## config.mk

```make
export PLATFORM = sky130hd
export DESIGN_NAME = xilinx_distram_fifo
export DESIGN_NICKNAME = d
export VERILOG_FILES = /design/src/rtl/xilinx_distram_fifo.sv
export SDC_FILE = /design/constraint.sdc
export NUM_CORES = 1
export LEC_CHECK = 0
export BUFFER_PORTS_ARGS = -buffer_cell sky130_fd_sc_hd__buf_2
export CORE_MARGIN = 1.5
export CORE_UTILIZATION = 45
export CTS_CLUSTER_SIZE = 20
export DETAILED_ROUTE_END_ITERATION = 10
export GPL_ROUTABILITY_DRIVEN = 0
export PLACE_DENSITY = 0.58
export SLEW_MARGIN = 40
export SYNTH_ARGS = -nofsm -noshare
export SYNTH_HDL_FRONTEND = slang
export SYNTH_SLANG_ARGS = --single-unit
```

## constraint.sdc

```tcl
create_clock -name WCLK -period 7.3 [get_ports WCLK]
set_input_delay 0.365 -clock WCLK [delete_from_list [all_inputs] [get_ports WCLK]]
set_output_delay 0.365 -clock WCLK [all_outputs]
set_load 0.005 [all_outputs]
```

## src/rtl/xilinx_distram_fifo.sv

```systemverilog
// Single-clock FIFO built on dual-port distributed LUT RAM, with optional first-word-fall-through output.
// Latency: a write is visible (EMPTY=0) right after its edge; standard mode presents read data one cycle after RE.
// Backpressure: FULL/ALMOST_FULL for the writer and EMPTY for the reader; rejected requests pulse OVERFLOW/UNDERFLOW.
//
// Optional feature macro: XILINX_DISTRAM_FIFO_FWFT_EN
//   undefined : DOUT is a register loaded on each accepted read; VALID pulses for the cycle after that read.
//   defined   : DOUT shows the word at the read pointer combinationally; VALID = !EMPTY and RE acknowledges it.
//
// Parameters
//   ADDR_WIDTH   : log2 of depth (5..7), DEPTH = 2**ADDR_WIDTH
//   DATA_WIDTH   : word width (1..64)
//   AFULL_THRESH : occupancy at or above which ALMOST_FULL is set (1..DEPTH)
//
// Ports
//   WCLK        in   clock; every state update happens on its rising edge
//   RST_N       in   asynchronous active-low reset (release synchronised externally)
//   WE, D       in   write request and write data
//   RE          in   read request (acknowledge in FWFT mode)
//   DOUT        out  read data
//   VALID       out  DOUT holds a popped word
//   EMPTY       out  occupancy is zero
//   FULL        out  occupancy equals DEPTH
//   ALMOST_FULL out  occupancy >= AFULL_THRESH
//   COUNT       out  occupancy, ADDR_WIDTH+1 bits so all DEPTH slots are usable
//   OVERFLOW    out  one-cycle pulse after a rejected write
//   UNDERFLOW   out  one-cycle pulse after a rejected read

module xilinx_distram_fifo #(
    parameter int ADDR_WIDTH   = 6,
    parameter int DATA_WIDTH   = 8,
    parameter int AFULL_THRESH = (2 ** ADDR_WIDTH) - 4
) (
    input  logic                  WCLK,
    input  logic                  RST_N,
    input  logic                  WE,
    input  logic [DATA_WIDTH-1:0] D,
    input  logic                  RE,
    output logic [DATA_WIDTH-1:0] DOUT,
    output logic                  VALID,
    output logic                  EMPTY,
    output logic                  FULL,
    output logic                  ALMOST_FULL,
    output logic [ADDR_WIDTH:0]   COUNT,
    output logic                  OVERFLOW,
    output logic                  UNDERFLOW
);

    localparam int DEPTH = 2 ** ADDR_WIDTH;

    // Occupancy constants at COUNT width.
    localparam logic [ADDR_WIDTH:0] C_DEPTH = {1'b1, {ADDR_WIDTH{1'b0}}};
    localparam logic [ADDR_WIDTH:0] C_AFULL = AFULL_THRESH[ADDR_WIDTH:0];

    // ------------------------------------------------------------------
    // State
    // ------------------------------------------------------------------
    logic [ADDR_WIDTH-1:0] r_wr_ptr;
    logic [ADDR_WIDTH-1:0] r_rd_ptr;
    logic [ADDR_WIDTH:0]   r_count;
    logic                  r_empty;
    logic                  r_full;
    logic                  r_afull;
    logic                  r_ovf;
    logic                  r_unf;

    logic                  w_wr_acc;
    logic                  w_rd_acc;
    logic                  w_ovf;
    logic                  w_unf;
    logic [ADDR_WIDTH:0]   w_count_nxt;
    logic [DATA_WIDTH-1:0] w_rd_word;

    // ------------------------------------------------------------------
    // Request qualification
    // ------------------------------------------------------------------
    // A write while full is still taken when a read frees the oldest slot in
    // the same cycle. A read while empty is always refused, even when a write
    // lands in the same cycle: the new word is not yet the read-port output.
    always_comb begin
        w_rd_acc    = RE & ~r_empty;
        w_wr_acc    = WE & (~r_full | RE);
        w_ovf       = WE & r_full & ~RE;
        w_unf       = RE & r_empty;
        w_count_nxt = r_count;
        case ({w_wr_acc, w_rd_acc})
            2'b10:   w_count_nxt = r_count + {{ADDR_WIDTH{1'b0}}, 1'b1};
            2'b01:   w_count_nxt = r_count - {{ADDR_WIDTH{1'b0}}, 1'b1};
            default: w_count_nxt = r_count;
        endcase
    end

    // ------------------------------------------------------------------
    // Pointers, occupancy and status flags
    // ------------------------------------------------------------------
    // Flags are decoded from the next occupancy so that they change on the
    // same edge as COUNT instead of trailing it by a cycle.
    always_ff @(posedge WCLK or negedge RST_N) begin
        if (!RST_N) begin
            r_wr_ptr <= '0;
            r_rd_ptr <= '0;
            r_count  <= '0;
            r_empty  <= 1'b1;
            r_full   <= 1'b0;
            r_afull  <= 1'b0;
            r_ovf    <= 1'b0;
            r_unf    <= 1'b0;
        end else begin
            if (w_wr_acc) begin
                r_wr_ptr <= r_wr_ptr + 1'b1;
            end
            if (w_rd_acc) begin
                r_rd_ptr <= r_rd_ptr + 1'b1;
            end
            r_count <= w_count_nxt;
            r_empty <= (w_count_nxt == '0);
            r_full  <= (w_count_nxt == C_DEPTH);
            r_afull <= (w_count_nxt >= C_AFULL);
            r_ovf   <= w_ovf;
            r_unf   <= w_unf;
        end
    end

    // ------------------------------------------------------------------
    // Storage: one DEPTH x 1 dual-port LUT RAM column per data bit
    // ------------------------------------------------------------------
    // No reset on the columns so they map onto distributed RAM primitives;
    // they power up zero from the configuration image. After a reset the
    // stale contents are never read because the FIFO restarts empty.
    for (genvar b = 0; b < DATA_WIDTH; b++) begin : g_col
        logic [DEPTH-1:0] r_col;

        always_ff @(posedge WCLK) begin
            if (w_wr_acc) begin
                r_col[r_wr_ptr] <= D[b];
            end
        end

        // Asynchronous read port (DPRA) addressed by the read pointer.
        assign w_rd_word[b] = r_col[r_rd_ptr];
    end

    // ------------------------------------------------------------------
    // Read data presentation
    // ------------------------------------------------------------------
`ifdef XILINX_DISTRAM_FIFO_FWFT_EN
    // The head word is on DOUT as soon as it is written; forcing zero while
    // empty keeps DOUT at 0 out of reset instead of showing stale RAM.
    assign DOUT  = r_empty ? '0 : w_rd_word;
    assign VALID = ~r_empty;
`else
    logic [DATA_WIDTH-1:0] r_dout;
    logic                  r_valid;

    always_ff @(posedge WCLK or negedge RST_N) begin
        if (!RST_N) begin
            r_dout  <= '0;
            r_valid <= 1'b0;
        end else begin
            r_valid <= w_rd_acc;
            if (w_rd_acc) begin
                r_dout <= w_rd_word;
            end
        end
    end

    assign DOUT  = r_dout;
    assign VALID = r_valid;
`endif

    assign EMPTY       = r_empty;
    assign FULL        = r_full;
    assign ALMOST_FULL = r_afull;
    assign COUNT       = r_count;
    assign OVERFLOW    = r_ovf;
    assign UNDERFLOW   = r_unf;

endmodule

```

# == Word level (Yosys, flattened, before mapping) ==
# Cells that the tools add are included.
# classes
addsub,4
multipliers,0
n_div,0
magnitude_cmp,4
eq_ne,3
n_shift,0
n_mux,27
bitwise,9
n_reduce_logical,2
# ops
cell,count
$bwmux W64,8
$bmux W1 S6,8
$lt A6 B7 Y1 const B,2
$pmux W7 S2,1
$add A6 B1 Y6 const B,2
$mux W1,9
$add A7 B1 Y7 const B,1
$eq A7 B7 Y1 const B,1
$ge A7 B6 Y1 const B,1
$logic_not A7 Y1,1
$sub A7 B1 Y7 const B,1
$demux W1 S6,1
$ge A6 B1 Y1 const B,1
$and A1 B1 Y1,5
$not A1 Y1,3
$eq A2 B1 Y1 const B,1
$eq A2 B2 Y1 const B,1
$logic_and A1 B1 Y1,1
$or A1 B1 Y1,1
# word_totals
ff_bits,545
latchBits,0
ramBits,0
mem_bits_ro,0
in_bits,12
wordCells,67
memories,0

# == Depth between registers and ports, before layout ==
# Gate-level depths: netlist (run 1).
# depth
word_depth,6
depth_mapped,11
mapped_depth_nobuf,9

# == Worst setup path after synthesis (run 1) ==
# No wires, ideal clock.
# synth_timing
path_type,input to register
start,in RE
end,reg r_full (netlist: FULL)
setup_ns,0.121
arrival_ns,2.308
setup_slack_ns,4.871
cell_stages,11
cell_sequence,nand2b_1 and2_1 clkbuf_1 inv_1 ha_1 clkbuf_1 nor2b_1 a32oi_1 a311oi_1 xnor2_1 and4b_1
# synth_between
elab_chain_cells,5
# synth_rtl
item,line,source
start: declaration,37,"input logic RE,"
$or A1 B1 Y1,81,w_wr_acc = WE & (~r_full | RE);
$and A1 B1 Y1,81,
$eq A2 B1 Y1 / $eq A2 B2 Y1 (equally long branches),85,"case ({w_wr_acc, w_rd_acc})"
$pmux W7 S2 *,85,
$eq A7 B7 Y1 *,116,r_full <= (w_count_nxt == C_DEPTH);
end signal: assignment,116,
end: declaration,61,logic r_full;
# Mark *: on every way between the ends. The rest lies on a longest branch, timed or not.
# A chain may end at the register's enable or synchronous reset.

# == Worst setup path after layout (run 1) ==
# layout_timing
start,reg r_empty (netlist: EMPTY)
end,reg r_empty (netlist: EMPTY)
# layout_between
elab_chain_cells,5
# layout_rtl
item,line,source
start: declaration,60,logic r_empty;
start signal: assignment,115,r_empty <= (w_count_nxt == '0);
$not A1 Y1 *,80,w_rd_acc = RE & ~r_empty;
$and A1 B1 Y1 *,80,
$eq A2 B1 Y1 / $eq A2 B2 Y1 (equally long branches),85,
$pmux W7 S2 *,85,
$logic_not A7 Y1 *,115,
# Marked as above.

==> impl_metrics.toml, run 1 <==
[outcome]
status = "completed"

[die]
core-area_um2 = 46900
die_h_um = 221
rows = 79
ios = 33
die_area_um2 = 49100
dieWidth_um = 221
start_util = 0.459

[pwr]
comb_power_share = 0.254
internal_power_mw = 6.26
p_leak_nw = 7.67
power_mw = 8.95
clkPwrFrac = 0.311
seq_power_share = 0.435
p_per_area_nw_per_um2 = 370
switching_share = 0.300
ir_drop_mv = 0.173
switchingPower_mw = 2.69

[routing]
first_iter_violations = 1061
ant_nets = 0
routed_wl_mm = 47.6
drtPass1Iterations = 7
wire_per_inst_um = 26.9
routed-via-count = 10300
drc = 0
via_per_inst = 5.83

[critical_path]
critical_path.max_fanout = 12
critical-path-slowest-cell = "ha_1"
rrSetupSlack_ns = 3.83
path_cells = "nand2b_1 > clkinv_1 > ha_1 > or4b_2 > a211oi_1 > and4_1"
cp_top_family = "simple AND/OR/NAND/NOR gates"
cp-startpoint = "EMPTY$_DFF_PN1_"
critPathMaxStageDelay_ns = 0.63
reg2reg_depth = 6
crit_path_start_kind = "flop"
crit_type = "reg2reg"
r2r-start = "EMPTY$_DFF_PN1_"
r2r_end = "EMPTY$_DFF_PN1_"
cp.depth = 6
worst-path-buf-inv = 1
crit_path_end_kind = "flop"
required_ns = 7.84
critPathArrivalTime_ns = 4.01
critPathCapture = "EMPTY$_DFF_PN1_"

[global_routing]
antenna_found_initial = 1
grt_max_degree = 109
track_usage = 0.198
grt_pass1_vias = 10600
grt_pass1_wl_mm = 71.3
overflow = 0

[synthesis]
yosysSeqAreaShare = 0.754
synth_flop_cell = "edfxtp_1"
synth_edf_count = 512
async_reset_ff_frac = 0.0606
yosysTopAreaCell = "edfxtp_1"
synthCells = 1070
synth_top_area_share = 0.716
synth_fp_nets = 1086
yosysWarnings = 0
syn_area_per_cell_um2 = 20.1
ys_types = 57
synth-seq-cells = 545
synthTopCellsByArea = "edfxtp_1 72%, mux4_2 13%, dfrtp_1 3.7%"
syn_area_um2 = 21500

[timing]
finClkSkew_ns = 0.00958
tightest_slew_ns = 0.863
setup_viol = 0
hold_viol_final = 0
tns_ns = 0
postLayoutSetupSlackWorst_ns = 3.83
fmax_mhz = 288
slew_violations = 0
period_needed_ns = 3.47
finalCritPeriodShare = 0.476
slew_headroom = 0.423
rsz0062_at_grt = "no"

[clocking]
cts-resized-gates = 0
numCtsBuffers = 56
clk_pin_slew_ns = 0.06
htreeDepth = 2
root_buffer = "clkbuf_16"
cts_buffer_depth = 3
cts_sinks = 545
cts_tree = "done"
insertion_delay_ns = 0.60

[cells_and_area]
drive_gt1_frac = 0.280
syn2layout_area_growth_pct = 12.6
multi_input_area_um2 = 5060
final_cell_mix = "512 x edfxtp_1, 126 x mux4_2, 60 x clkbuf_16"
fin_cells = 1773
fin_nets = 1135
utilization = 0.516
final_common_cell = "edfxtp_1"
fillers = 3766
seq_area_um2 = 16200

[run]
maxCapViolCount = 0

[placed_design]
dp.cells = 1666
io_buffer_count = 32
place_hpwl_mm = 28.3
place_ws_ns = 3.89

[min_path]
hold_path.class = "in2reg"
through the flow:
step,cell area [µm²],hold slack (ns)
final,24200,0.0675
after CTS,24100,0.0440
after global routing,24200,0.0659
after floorplan,21500,0.0694
after global placement,22200,0.506
after detailed placement,22300,0.511
worst min-delay path by stage:
| stage | start | endpoint | slack (ns) | cells after the start |
|---|---|---|---|---|
| after floorplan | RST_N | ALMOST_FULL$_DFF_PN0_ | 0.07 | 0 |
| after global placement | RST_N | UNDERFLOW$_DFF_PN0_ | 0.51 | 1 |
| after detailed placement | RST_N | UNDERFLOW$_DFF_PN0_ | 0.51 | 1 |
| after CTS | RE | UNDERFLOW$_DFF_PN0_ | 0.04 | 2 |
| after global routing | RE | UNDERFLOW$_DFF_PN0_ | 0.07 | 2 |
| final | RE | UNDERFLOW$_DFF_PN0_ | 0.07 | 2 |
cell families after synthesis:
family | Yosys count | share of synthesized area
AO/OA/AOI/OAI | 74 | 0.0252
XOR/XNOR | 16 | 0.00652
adder cells (fa/ha/maj) | 4 | 0.00233
buffers and inverters | 70 | 0.0158
flip-flops | 545 | 0.754
multiplexers | 169 | 0.153
AND/OR/NAND/NOR | 192 | 0.0429
registers in the layout, indices dropped and copies added (netlist names):
signal       cells
EMPTY            1
VALID            1
UNDERFLOW        1
ALMOST_FULL      1
r_rd_ptr         6
r_wr_ptr         6
COUNT            7
g_col.r_col    512
DOUT             8
OVERFLOW         1
FULL             1
synth_stat cells, types with 4 or more instances:
cell type	count
edfxtp_1	512
mux4_2	126
nor2_1	84
dfrtp_1	32
nand2_1	30
mux2i_1	28
clkbuf_1	22
nand3_1	19
buf_2	17
a22oi_1	16
mux2_2	15
xnor2_1	15
nor2b_1	13
inv_1	11
o21ai_0	10
buf_4	9
nand4_1	9
a221oi_1	8
buf_1	7
a21oi_1	6
and2_1	6
nand2b_1	6
nor3_1	6
o22ai_1	5
a32oi_1	4
ha_1	4
worst reg2reg max path, stage by stage (launching register included):
cell and delay, ns:
dfstp_2 0.57, nand2b_1 0.62, clkinv_1 0.46, ha_1 0.63, or4b_2 0.62, a211oi_1 0.29
and4_1 0.22
layer usage:
| metal | routed length, µm | GRT usage |
|---|---|---|
| met5 | 0 | 0 |
| met4 | 1070 | 0.0614 |
| met3 | 2630 | 0.0325 |
| met2 | 22500 | 0.307 |
| met1 | 21500 | 0.292 |
power groups by stage:
| stage | sequential, mW | clock (mW) | combinational, mW |
|---|---|---|---|
| after floorplan | 3.74 | 0 | 1.75 |
| after global placement | 3.96 | 0 | 2.27 |
| after CTS | 3.90 | 2.83 | 2.29 |
| after detailed placement | 3.97 | 0 | 2.29 |
| final | 3.90 | 2.78 | 2.27 |
| after global routing | 3.93 | 2.94 | 2.44 |
layout make-up:
type | count | area share
Clock inverter | 25 | 0.00709
Clock buffer | 79 | 0.0675
Sequential cell | 545 | 0.670
Multi-Input combinational cell | 455 | 0.209
Inverter | 12 | 0.00186
Antenna cell | 1 | 0.000103
Timing Repair Buffer | 49 | 0.0129
Tap cell | 607 | 0.0314
repair_timing:
| action | CTS | global route |
|---|---|---|
| buffers inserted | 0 | 0 |
| hold buffers | 2 | 0 |
| endpoints found under the hold margin | 33 | 0 |
No activity file was read; power rests on OpenSTA's default activity.
==> run 2, diff against run 1 <==
--- a/config.mk
+++ b/config.mk
@@ -5,13 +5,14 @@
 export SDC_FILE = /design/constraint.sdc
 export NUM_CORES = 1
 export LEC_CHECK = 0
+export ABC_AREA = 1
 export BUFFER_PORTS_ARGS = -buffer_cell sky130_fd_sc_hd__buf_2
 export CORE_MARGIN = 1.5
 export CORE_UTILIZATION = 45
 export CTS_CLUSTER_SIZE = 20
 export DETAILED_ROUTE_END_ITERATION = 10
 export GPL_ROUTABILITY_DRIVEN = 0
-export PLACE_DENSITY = 0.58
+export PLACE_DENSITY = 0.6
 export SLEW_MARGIN = 40
 export SYNTH_ARGS = -nofsm -noshare
 export SYNTH_HDL_FRONTEND = slang
==> constraint.sdc (replaced) <==
create_clock -name WCLK -period 2.9 [get_ports WCLK]
set_input_delay 0.145 -clock WCLK [delete_from_list [all_inputs] [get_ports WCLK]]
set_output_delay 0.145 -clock WCLK [all_outputs]
set_load 0.005 [all_outputs]
==> impl_metrics.toml, run 2 <==
[timing]
slew_violations = 0
finalCritPeriodShare = 0.828
setup_viol = 0
hold_viol_final = 0
finClkSkew_ns = 0.0361
slew_headroom = 0.439
rsz0062_at_grt = "no"
tns_ns = 0
period_needed_ns = 2.40
postLayoutSetupSlackWorst_ns = 0.500
fmax_mhz = 417
tightest_slew_ns = 0.840

[die]
die_area_um2 = 50800
start_util = 0.456
ios = 33
die_h_um = 225
rows = 81
dieWidth_um = 225
core-area_um2 = 48800

[cells_and_area]
stdcell_area_um2 = 25600
top_register = "g_col.r_col"
drive_gt1_frac = 0.124
final_cell_mix = "512 x edfxtp_1, 429 x nor2_1, 194 x o21ai_0"
largest_reg_flops = 512
syn2layout_area_growth_pct = 14.8
fillers = 4211
fin_nets = 1947
diodes = 0
final_common_cell = "edfxtp_1"

[pwr]
p_leak_nw = 8.82
ir_drop_mv = 0.599
p_per_area_nw_per_um2 = 978
power_mw = 25.0

[critical_path]
required_ns = 3.20
crit_path_end_kind = "flop"
crit_path_start_kind = "flop"
critical-path-slowest-cell = "nand2_1"
cp_top_family = "simple AND/OR/NAND/NOR gates"
critPathMaxStageDelay_ns = 0.56
critPathArrivalTime_ns = 2.70
worst-path-buf-inv = 2
cpMostUsedCell = "nor2_1"
crit_type = "reg2reg"
critical_path.max_fanout = 8
path_cells = "a21oi_4 > inv_1 > nor2_1 > nand2_1 > nor2_1 > buf_4"

[synthesis]
yosysSeqAreaShare = 0.727
syn_area_um2 = 22300
async_reset_ff_frac = 0.0606
synthTopCellsByArea = "edfxtp_1 69%, nor2_1 7.2%, o21ai_0 4.4%"
synth_top_area_share = 0.690
yosysTopAreaCell = "edfxtp_1"
synthCells = 1829
synth_edf_count = 512
synth-seq-cells = 545
yosysWarnings = 0
synth_fp_nets = 1845
synthTopCellsByCount = "512 x edfxtp_1, 430 x nor2_1, 194 x o21ai_0, 160 x nand2_1, 108 x nand3_1"
synth_flop_cell = "edfxtp_1"
ys_types = 34
syn_area_per_cell_um2 = 12.2
synth.most_common_cell = "edfxtp_1"

[placed_design]
io_buffer_count = 32
place_ws_ns = 0.524
place_hpwl_mm = 34.9
place_area_um2 = 23600

[clocking]
insertion_delay_ns = 0.63
root_buffer = "clkbuf_16"
cts-resized-gates = 0
cts_buffer_depth = 3
numCtsBuffers = 56
clk_pin_slew_ns = 0.06
cts_tree = "done"
cts_sinks = 545
htreeDepth = 2

[global_routing]
track_usage = 0.230
antenna_found_initial = 4
grt_max_degree = 96
overflow = 0
grt_pass1_vias = 14200
grt_pass1_wl_mm = 86.8

[run]
maxCapViolCount = 0

[routing]
drc = 0
first_iter_violations = 1396
ant_nets = 0
routed_wl_mm = 57.5
via_per_inst = 5.53
wire_per_inst_um = 21.8
routed-via-count = 14600
drtPass1Iterations = 6

[outcome]
status = "completed"

[min_path]
hold_path.class = "in2async"
## run 2: cell families (layout without fill, tap and decap cells)
logic type | count (synthesis) | after routing | share of synthesized area
and+or+nand+nor | 713 | 713 | 0.129
DFF | 545 | 545 | 0.727
AOI/OAI and AO/OA | 405 | 405 | 0.102
buffers and inverters | 150 | 298 | 0.0354
xor gates and xnor gates | 12 | 12 | 0.00472
adders and majority gates | 4 | 4 | 0.00225
## run 2: final timing paths
| kind | startpoint | slack [ns] | cells after the start | to |
|---|---|---|---|---|
| setup / recovery | FULL$_DFF_PN0_ | 0.50 | 6 | g_col[2].r_col[8]$_DFFE_PP_ |
| hold / removal | RST_N | 0.02 | 2 | VALID$_DFF_PN0_ |
| setup reg to reg | FULL$_DFF_PN0_ | 0.50 | 6 | g_col[2].r_col[8]$_DFFE_PP_ |
| hold reg to reg | r_rd_ptr[3]$_DFFE_PN0P_ | 0.52 | 1 | r_rd_ptr[3]$_DFFE_PN0P_ |
| max in group asynchronous | RST_N | 2.49 | 2 | r_rd_ptr[1]$_DFFE_PN0P_ |
| min in group WCLK | D[2] | 0.03 | 1 | g_col[2].r_col[42]$_DFFE_PP_ |
## run 2: area by class of cell
class | count | area [µm²] | area share
multi-input combinational | 1134 | 5290 | 0.207
clock buffer | 76 | 1540 | 0.0602
clock inverter | 28 | 350 | 0.0137
inverter | 44 | 170 | 0.00666
timing repair buffer | 150 | 1180 | 0.0462
tap | 664 | 831 | 0.0325
sequential | 545 | 16200 | 0.634
## run 2: power by group
part | switching (mW) | internal (mW) | total, mW
Combinational | 5.56 | 2.48 | 8.04
Clock | 2.97 | 4.42 | 7.39
Sequential | 0.489 | 9.08 | 9.57
Total | 9.02 | 16.0 | 25.0
## run 2: metal layers
| layer | vias to the layer above | part of all wire | track usage |
|---|---|---|---|
| li1 | 6776 | - | - |
| met1 | 7224 | 0.43 | 0.317 |
| met2 | 506 | 0.48 | 0.373 |
| met3 | 94 | 0.071 | 0.0400 |
| met4 | 2 | 0.024 | 0.0717 |
| met5 | - | 0.00021 | 0 |
## run 2: stage by stage
stage               instances  utilization  hold WS [ns]
floorplan                1829            -        -0.151
global placement         2533        0.484         0.278
detailed placement       2533        0.484         0.293
CTS                      2641        0.523        0.0211
global route             2641        0.523        0.0314
finish                   2641        0.523        0.0216
## run 2: what timing repair did
action / in CTS / in global routing
buffers inserted: 0 / 0
hold endpoints to repair: 37 / 0
hold buffers: 4 / 0
